$ cat src/rtl/mdu_pkg.sv
// Shared constants for the multiply/divide sequencer: ALU opcodes driven on
// the shared ALU port, MDU operation codes and the FSM state encoding.
package mdu_pkg;

   // ALU opcodes understood by the core's 32-bit ALU
   localparam logic [3:0] ALU_ADD  = 4'b0000;
   localparam logic [3:0] ALU_SUB  = 4'b0001;
   localparam logic [3:0] ALU_SLTU = 4'b0110;

   // MDU operation select (2'b11 is reserved and returns 0)
   localparam logic [1:0] MDU_MUL  = 2'b00;
   localparam logic [1:0] MDU_DIVU = 2'b01;
   localparam logic [1:0] MDU_REMU = 2'b10;

   // Sequencer states
   localparam logic [2:0] ST_IDLE = 3'd0;
   localparam logic [2:0] ST_MUL  = 3'd1;
   localparam logic [2:0] ST_DCMP = 3'd2;
   localparam logic [2:0] ST_DSUB = 3'd3;
   localparam logic [2:0] ST_DONE = 3'd4;

endpackage

$ cat src/rtl/mdu_seq.sv
// Multi-cycle MUL / DIVU / REMU sequencer. Borrows the core's ALU one
// operation per cycle: shift-and-add for MUL (one cycle per bit) and
// restoring division (compare + subtract, two cycles per bit).
module mdu_seq
   import mdu_pkg::*;
#(
   parameter int unsigned XLEN = 32
) (
   input  logic            clk,
   input  logic            rst,
   input  logic            start,
   input  logic            flush,
   input  logic [1:0]      op,
   input  logic [XLEN-1:0] a,
   input  logic [XLEN-1:0] b,
   output logic            busy,
   output logic            done,
   output logic [XLEN-1:0] result,
   output logic [XLEN-1:0] alu_a,
   output logic [XLEN-1:0] alu_b,
   output logic [3:0]      alu_control,
   input  logic [XLEN-1:0] alu_result
);

   // acc_q: MUL accumulator / divide partial remainder
   // x_q:   MUL shifted multiplicand / divide quotient (dividend shifts out)
   // y_q:   MUL shifted multiplier  / divisor
   logic [2:0]      state_q, state_d;
   logic [1:0]      op_q, op_d;
   logic [XLEN-1:0] acc_q, acc_d;
   logic [XLEN-1:0] x_q, x_d;
   logic [XLEN-1:0] y_q, y_d;
   logic [4:0]      cnt_q, cnt_d;
   logic            ge_q, ge_d;
   logic [XLEN-1:0] result_q, result_d;

   logic [XLEN-1:0] rs;
   logic            cy;
   logic [XLEN-1:0] acc_next;
   logic [XLEN-1:0] rem_next;
   logic [XLEN-1:0] quo_next;

   // Shifted partial remainder and the bit that falls off its top
   assign rs = {acc_q[XLEN-2:0], x_q[XLEN-1]};
   assign cy = acc_q[XLEN-1];

   // Next-state, datapath and ALU port control
   always_comb begin
      // NOTE: every variable gets a default here so no path leaves it unassigned (no latch).
      state_d     = state_q;
      op_d        = op_q;
      acc_d       = acc_q;
      x_d         = x_q;
      y_d         = y_q;
      cnt_d       = cnt_q;
      ge_d        = ge_q;
      result_d    = result_q;
      alu_a       = '0;
      alu_b       = '0;
      alu_control = ALU_ADD;
      acc_next    = acc_q;
      rem_next    = rs;
      quo_next    = {x_q[XLEN-2:0], ge_q};

      case (state_q)
         ST_IDLE: begin
            if (start && !flush) begin
               op_d  = op;
               acc_d = '0;
               x_d   = a;
               y_d   = b;
               cnt_d = '0;
               case (op)
                  MDU_MUL:            state_d = ST_MUL;
                  MDU_DIVU, MDU_REMU: state_d = ST_DCMP;
                  default: begin
                     // Reserved op: a single final MUL pass with a zero
                     // multiplier, so the result is 0 and done lands in cycle 2.
                     state_d = ST_MUL;
                     y_d     = '0;
                     cnt_d   = 5'd31;
                  end
               endcase
            end
         end
         ST_MUL: begin
            alu_a       = acc_q;
            alu_b       = x_q;
            alu_control = ALU_ADD;
            acc_next    = y_q[0] ? alu_result : acc_q;
            acc_d       = acc_next;
            x_d         = x_q << 1;
            y_d         = y_q >> 1;
            cnt_d       = cnt_q + 5'd1;
            if (cnt_q == 5'd31) begin
               result_d = acc_next;
               state_d  = ST_DONE;
            end
         end
         ST_DCMP: begin
            alu_a       = rs;
            alu_b       = y_q;
            alu_control = ALU_SLTU;
            // A carried-out top bit means rs exceeds any 32-bit divisor.
            ge_d        = cy | ~alu_result[0];
            state_d     = ST_DSUB;
         end
         ST_DSUB: begin
            alu_a       = rs;
            alu_b       = y_q;
            alu_control = ALU_SUB;
            rem_next    = ge_q ? alu_result : rs;
            acc_d       = rem_next;
            x_d         = quo_next;
            cnt_d       = cnt_q + 5'd1;
            if (cnt_q == 5'd31) begin
               result_d = (op_q == MDU_REMU) ? rem_next : quo_next;
               state_d  = ST_DONE;
            end else begin
               state_d  = ST_DCMP;
            end
         end
         ST_DONE: state_d = ST_IDLE;
         default: state_d = ST_IDLE;
      endcase

      // Abort wins over everything; the visible result is left untouched.
      if (flush && (state_q != ST_IDLE)) begin
         state_d  = ST_IDLE;
         result_d = result_q;
      end
   end

   // State and datapath registers
   always_ff @(posedge clk or posedge rst) begin
      if (rst) begin
         state_q  <= ST_IDLE;
         op_q     <= MDU_MUL;
         acc_q    <= '0;
         x_q      <= '0;
         y_q      <= '0;
         cnt_q    <= '0;
         ge_q     <= 1'b0;
         result_q <= '0;
      end else begin
         // NOTE: non-blocking assignments so every register updates from pre-edge values.
         state_q  <= state_d;
         op_q     <= op_d;
         acc_q    <= acc_d;
         x_q      <= x_d;
         y_q      <= y_d;
         cnt_q    <= cnt_d;
         ge_q     <= ge_d;
         result_q <= result_d;
      end
   end

   assign busy   = (state_q != ST_IDLE);
   assign done   = (state_q == ST_DONE);
   assign result = result_q;

endmodule

$ cat config.mk
export PLATFORM = sky130hd
export DESIGN_NAME = mdu_seq
export DESIGN_NICKNAME = d
export VERILOG_FILES = /design/src/rtl/mdu_pkg.sv /design/src/rtl/mdu_seq.sv
export SDC_FILE = /design/constraint.sdc
export NUM_CORES = 1
export LEC_CHECK = 0
export CORE_UTILIZATION = 51
export CTS_BUF_LIST = sky130_fd_sc_hd__clkbuf_8
export CTS_CLUSTER_DIAMETER = 80
export DETAILED_ROUTE_END_ITERATION = 8
export GPL_ROUTABILITY_DRIVEN = 0
export PLACE_DENSITY = 0.82
export SKIP_LAST_GASP = 1
export SLEW_MARGIN = 20
export SYNTH_ARGS = -nofsm -noshare
export SYNTH_HDL_FRONTEND = slang
export SYNTH_SLANG_ARGS = --single-unit
$ cat constraint.sdc
create_clock -name clk -period 5.1 [get_ports clk]
set_input_delay 1.02 -clock clk [delete_from_list [all_inputs] [get_ports clk]]
set_output_delay 1.02 -clock clk [all_outputs]
set_load 0.01 [all_outputs]
==> impl_metrics.env <==
export IMPL_power_density_nw_per_um2=492
export IMPL_p_leak_nw=4.25
export IMPL_async_flop_share_pct=100
export IMPL_root_buffer="clkbuf_8"
export IMPL_grt_start_max_net_pins=94
export IMPL_insertion_delay_ns=0.45
export IMPL_grt_setup_unrepaired="false"
export IMPL_die_height_um=128
export IMPL_fmax_ghz=0.246
export IMPL_dr_pass1_iters=7
export IMPL_hold_class="register to register"
export IMPL_ant_nets=0
export IMPL_top_level_ports=204
export IMPL_fin_worst_skew_ns=0.00980
export IMPL_final_area_sq_um=10400
export IMPL_setup_violations=0
export IMPL_yosysMostFrequentCell="dfrtp_1"
export IMPL_crit_fanout=31
export IMPL_synthFlopType="dfrtp_1"
export IMPL_synth_edf_count=0
export IMPL_vias=7585
export IMPL_drive_above_1_share_pct=5.81
export IMPL_cts_tree="built"
export IMPL_dp_hpwl_mm=15.9
export IMPL_grt_remaining_overflow=0
export IMPL_fin_crit_sh_pct=79.7
export IMPL_seqCellArea_sq_um=3480
export IMPL_cts_sinks=139
export IMPL_grt_pass1_wl_mm=37.7
export IMPL_n_antenna_cell=0
export IMPL_yosys_area_top_type="dfrtp_1"
export IMPL_fp_dieArea_sq_um=16400
export IMPL_fill_cells=1270
export IMPL_area_growth_pct=28.0
export IMPL_core_sq_um=15400
export IMPL_slew_violations=0
export IMPL_avgSynthCellArea_sq_um=9.22
export IMPL_cp_end_kind="output port"
export IMPL_drc=0
export IMPL_rows=45
export IMPL_syn_nets=983
export IMPL_drt_iter0_drc=621
export IMPL_cts_buffers=17
export IMPL_htree_levels=4
export IMPL_avgViaCountPerCell=6.10
export IMPL_ys_top_cells_by_count="dfrtp_1, nand2_1, nor2_1"
export IMPL_slew_headroom_pct=32.5
export IMPL_syn_inst=878
export IMPL_synthDistinctLibCells=45
export IMPL_setup_tns_ns=0
export IMPL_grt_pass1_vias=6968
export IMPL_arrival_ns=3.05
export IMPL_cts_repair_resize_count=0
export IMPL_path_clk_slew_ns=0.07
export IMPL_postCtsSetupBuffers=0
export IMPL_clock_path_buffers=2
export IMPL_syn_area_sq_um=8100
export IMPL_postPlaceCellArea_sq_um=10000
export IMPL_wl_per_cell_um=19.0
export IMPL_chipWidth_um=128
export IMPL_cp_start_kind="register"
export IMPL_synth_seq_area_share_pct=42.9
export IMPL_period_needed_ns=4.07
export IMPL_groute_usage_overall_pct=29.6
export IMPL_postCtsHoldBufs=0
export IMPL_ys_warn_count=0
export IMPL_antenna_found_initial=0
export IMPL_start_util_pct=52.7
export IMPL_wirelength_mm=23.6
export IMPL_cp_required_ns=4.08
export IMPL_multi_input_comb_area_sq_um=4110
export IMPL_worstSetupPathType="register to output port"
export IMPL_synth_area_top_cells="dfrtp_1, mux2i_1, a22o_1"
export IMPL_hold_violations=0
export IMPL_portBuffers=202
export IMPL_yosys_area_top_type_share_pct=42.9
export IMPL_worst_slew_pin_slew_ns=1.01
export IMPL_max_vdd_ir_drop_mv=0.234
export IMPL_final_nets=1128
export IMPL_status="finished, final reports clean"
export IMPL_cap_violations=0
export IMPL_ys_seq_elements=139
registers in the layout, summed over array words and instances (netlist names):
name     cells
acc_q       32
cnt_q        5
ge_q         1
op_q         2
result      32
state_q      3
x_q         32
y_q         32
final timing paths:
check	cells past startpoint	from	slack, ns	end
min in group asynchronous	2	rst	1.09	y_q[4]
worst max register to register	6	state_q[2]	2.35	result[16]
worst max-delay path	4	state_q[1]	1.03	alu_b[26]
max in group asynchronous	3	rst	3.07	acc_q[8]
worst min-delay path	1	result[8]	0.51	result[8]
worst min register to register	1	result[8]	0.51	result[8]
stage by stage:
| stage | std cells | setup WS [ns] | power (mW) | utilization (%) | hold WS, ns |
|---|---|---|---|---|---|
| 2_1_floorplan | 878 | 0.355 | 3.39 | - | 0.471 |
| 3_3_place_gp | 1215 | 1.64 | 4.27 | 65.3 | 0.491 |
| 3_5_place_dp | 1215 | 1.53 | 4.33 | 65.4 | 0.496 |
| 4_1_cts | 1244 | 1.04 | 5.08 | 67.4 | 0.512 |
| 5_1_grt | 1244 | 0.856 | 5.40 | 67.4 | 0.527 |
| 6_report | 1244 | 1.03 | 5.10 | 67.4 | 0.509 |
kinds of logic after synthesis:
| logic type | Yosys count | share of synthesized area [%] |
|---|---|---|
| multiplexers | 65 | 8.06 |
| adder cells (fa/ha/maj) | 3 | 0.464 |
| AO/OA/AOI/OAI | 311 | 27.5 |
| buffers and inverters | 106 | 6.81 |
| AND/OR/NAND/NOR | 253 | 14.1 |
| flip-flops | 139 | 42.9 |
| other | 1 | 0.0463 |
critical path: stages, from the launching register on:
cell             delay (ns)
dfrtp_1                0.63
nor2b_4                0.75
buf_4                  0.47
a22o_1                 0.21
clkdlybuf4s50_1        0.54
per-layer routing:
| metal | global-route usage [%] | wire (um) | vias to the layer above |
|---|---|---|---|
| li1 | - | - | 3525 |
| met1 | 42.9 | 11000 | 3730 |
| met2 | 45.0 | 10700 | 302 |
| met3 | 5.47 | 1650 | 28 |
| met4 | 9.13 | 325 | 0 |
| met5 | 0 | 0 | - |
final cells by class:
| cell class | instances | share of cell area [%] |
|---|---|---|
| multi-input combinational | 633 | 39.7 |
| inverter | 15 | 0.592 |
| timing repair buffer | 217 | 20.6 |
| tap | 211 | 2.55 |
| sequential | 139 | 33.6 |
| clock buffer | 20 | 2.66 |
| clock inverter | 9 | 0.362 |
power breakdown:
part           total [mW]  internal (mW)  switching [mW]
sequential           2.21           1.58           0.632
clock               0.754          0.353           0.400
combinational        2.14           1.12            1.02
total                5.10           3.05            2.05
placed cells by master, fill, tap and decap left out, types with 2 or more instances in the layout:
cell,count
o22a_1,31
and2_1,3
buf_4,15
nor3b_1,24
dfrtp_1,137
nand2_1,100
a22o_1,64
mux2i_1,63
a221o_1,30
o21ai_0,69
clkinv_2,3
nor2b_4,2
inv_1,19
nor2_1,99
ha_1,2
a211oi_1,31
clkbuf_8,20
nand2b_1,2
nor2b_1,2
clkdlybuf4s50_1,202
nand3_1,2
a21oi_1,39
and3_1,2
mux2_2,2
a221o_2,2
a311oi_1,2
nor4_1,8
a31oi_1,34
dfrtp_2,2
Note: power is estimated with default switching activity, not from simulation.
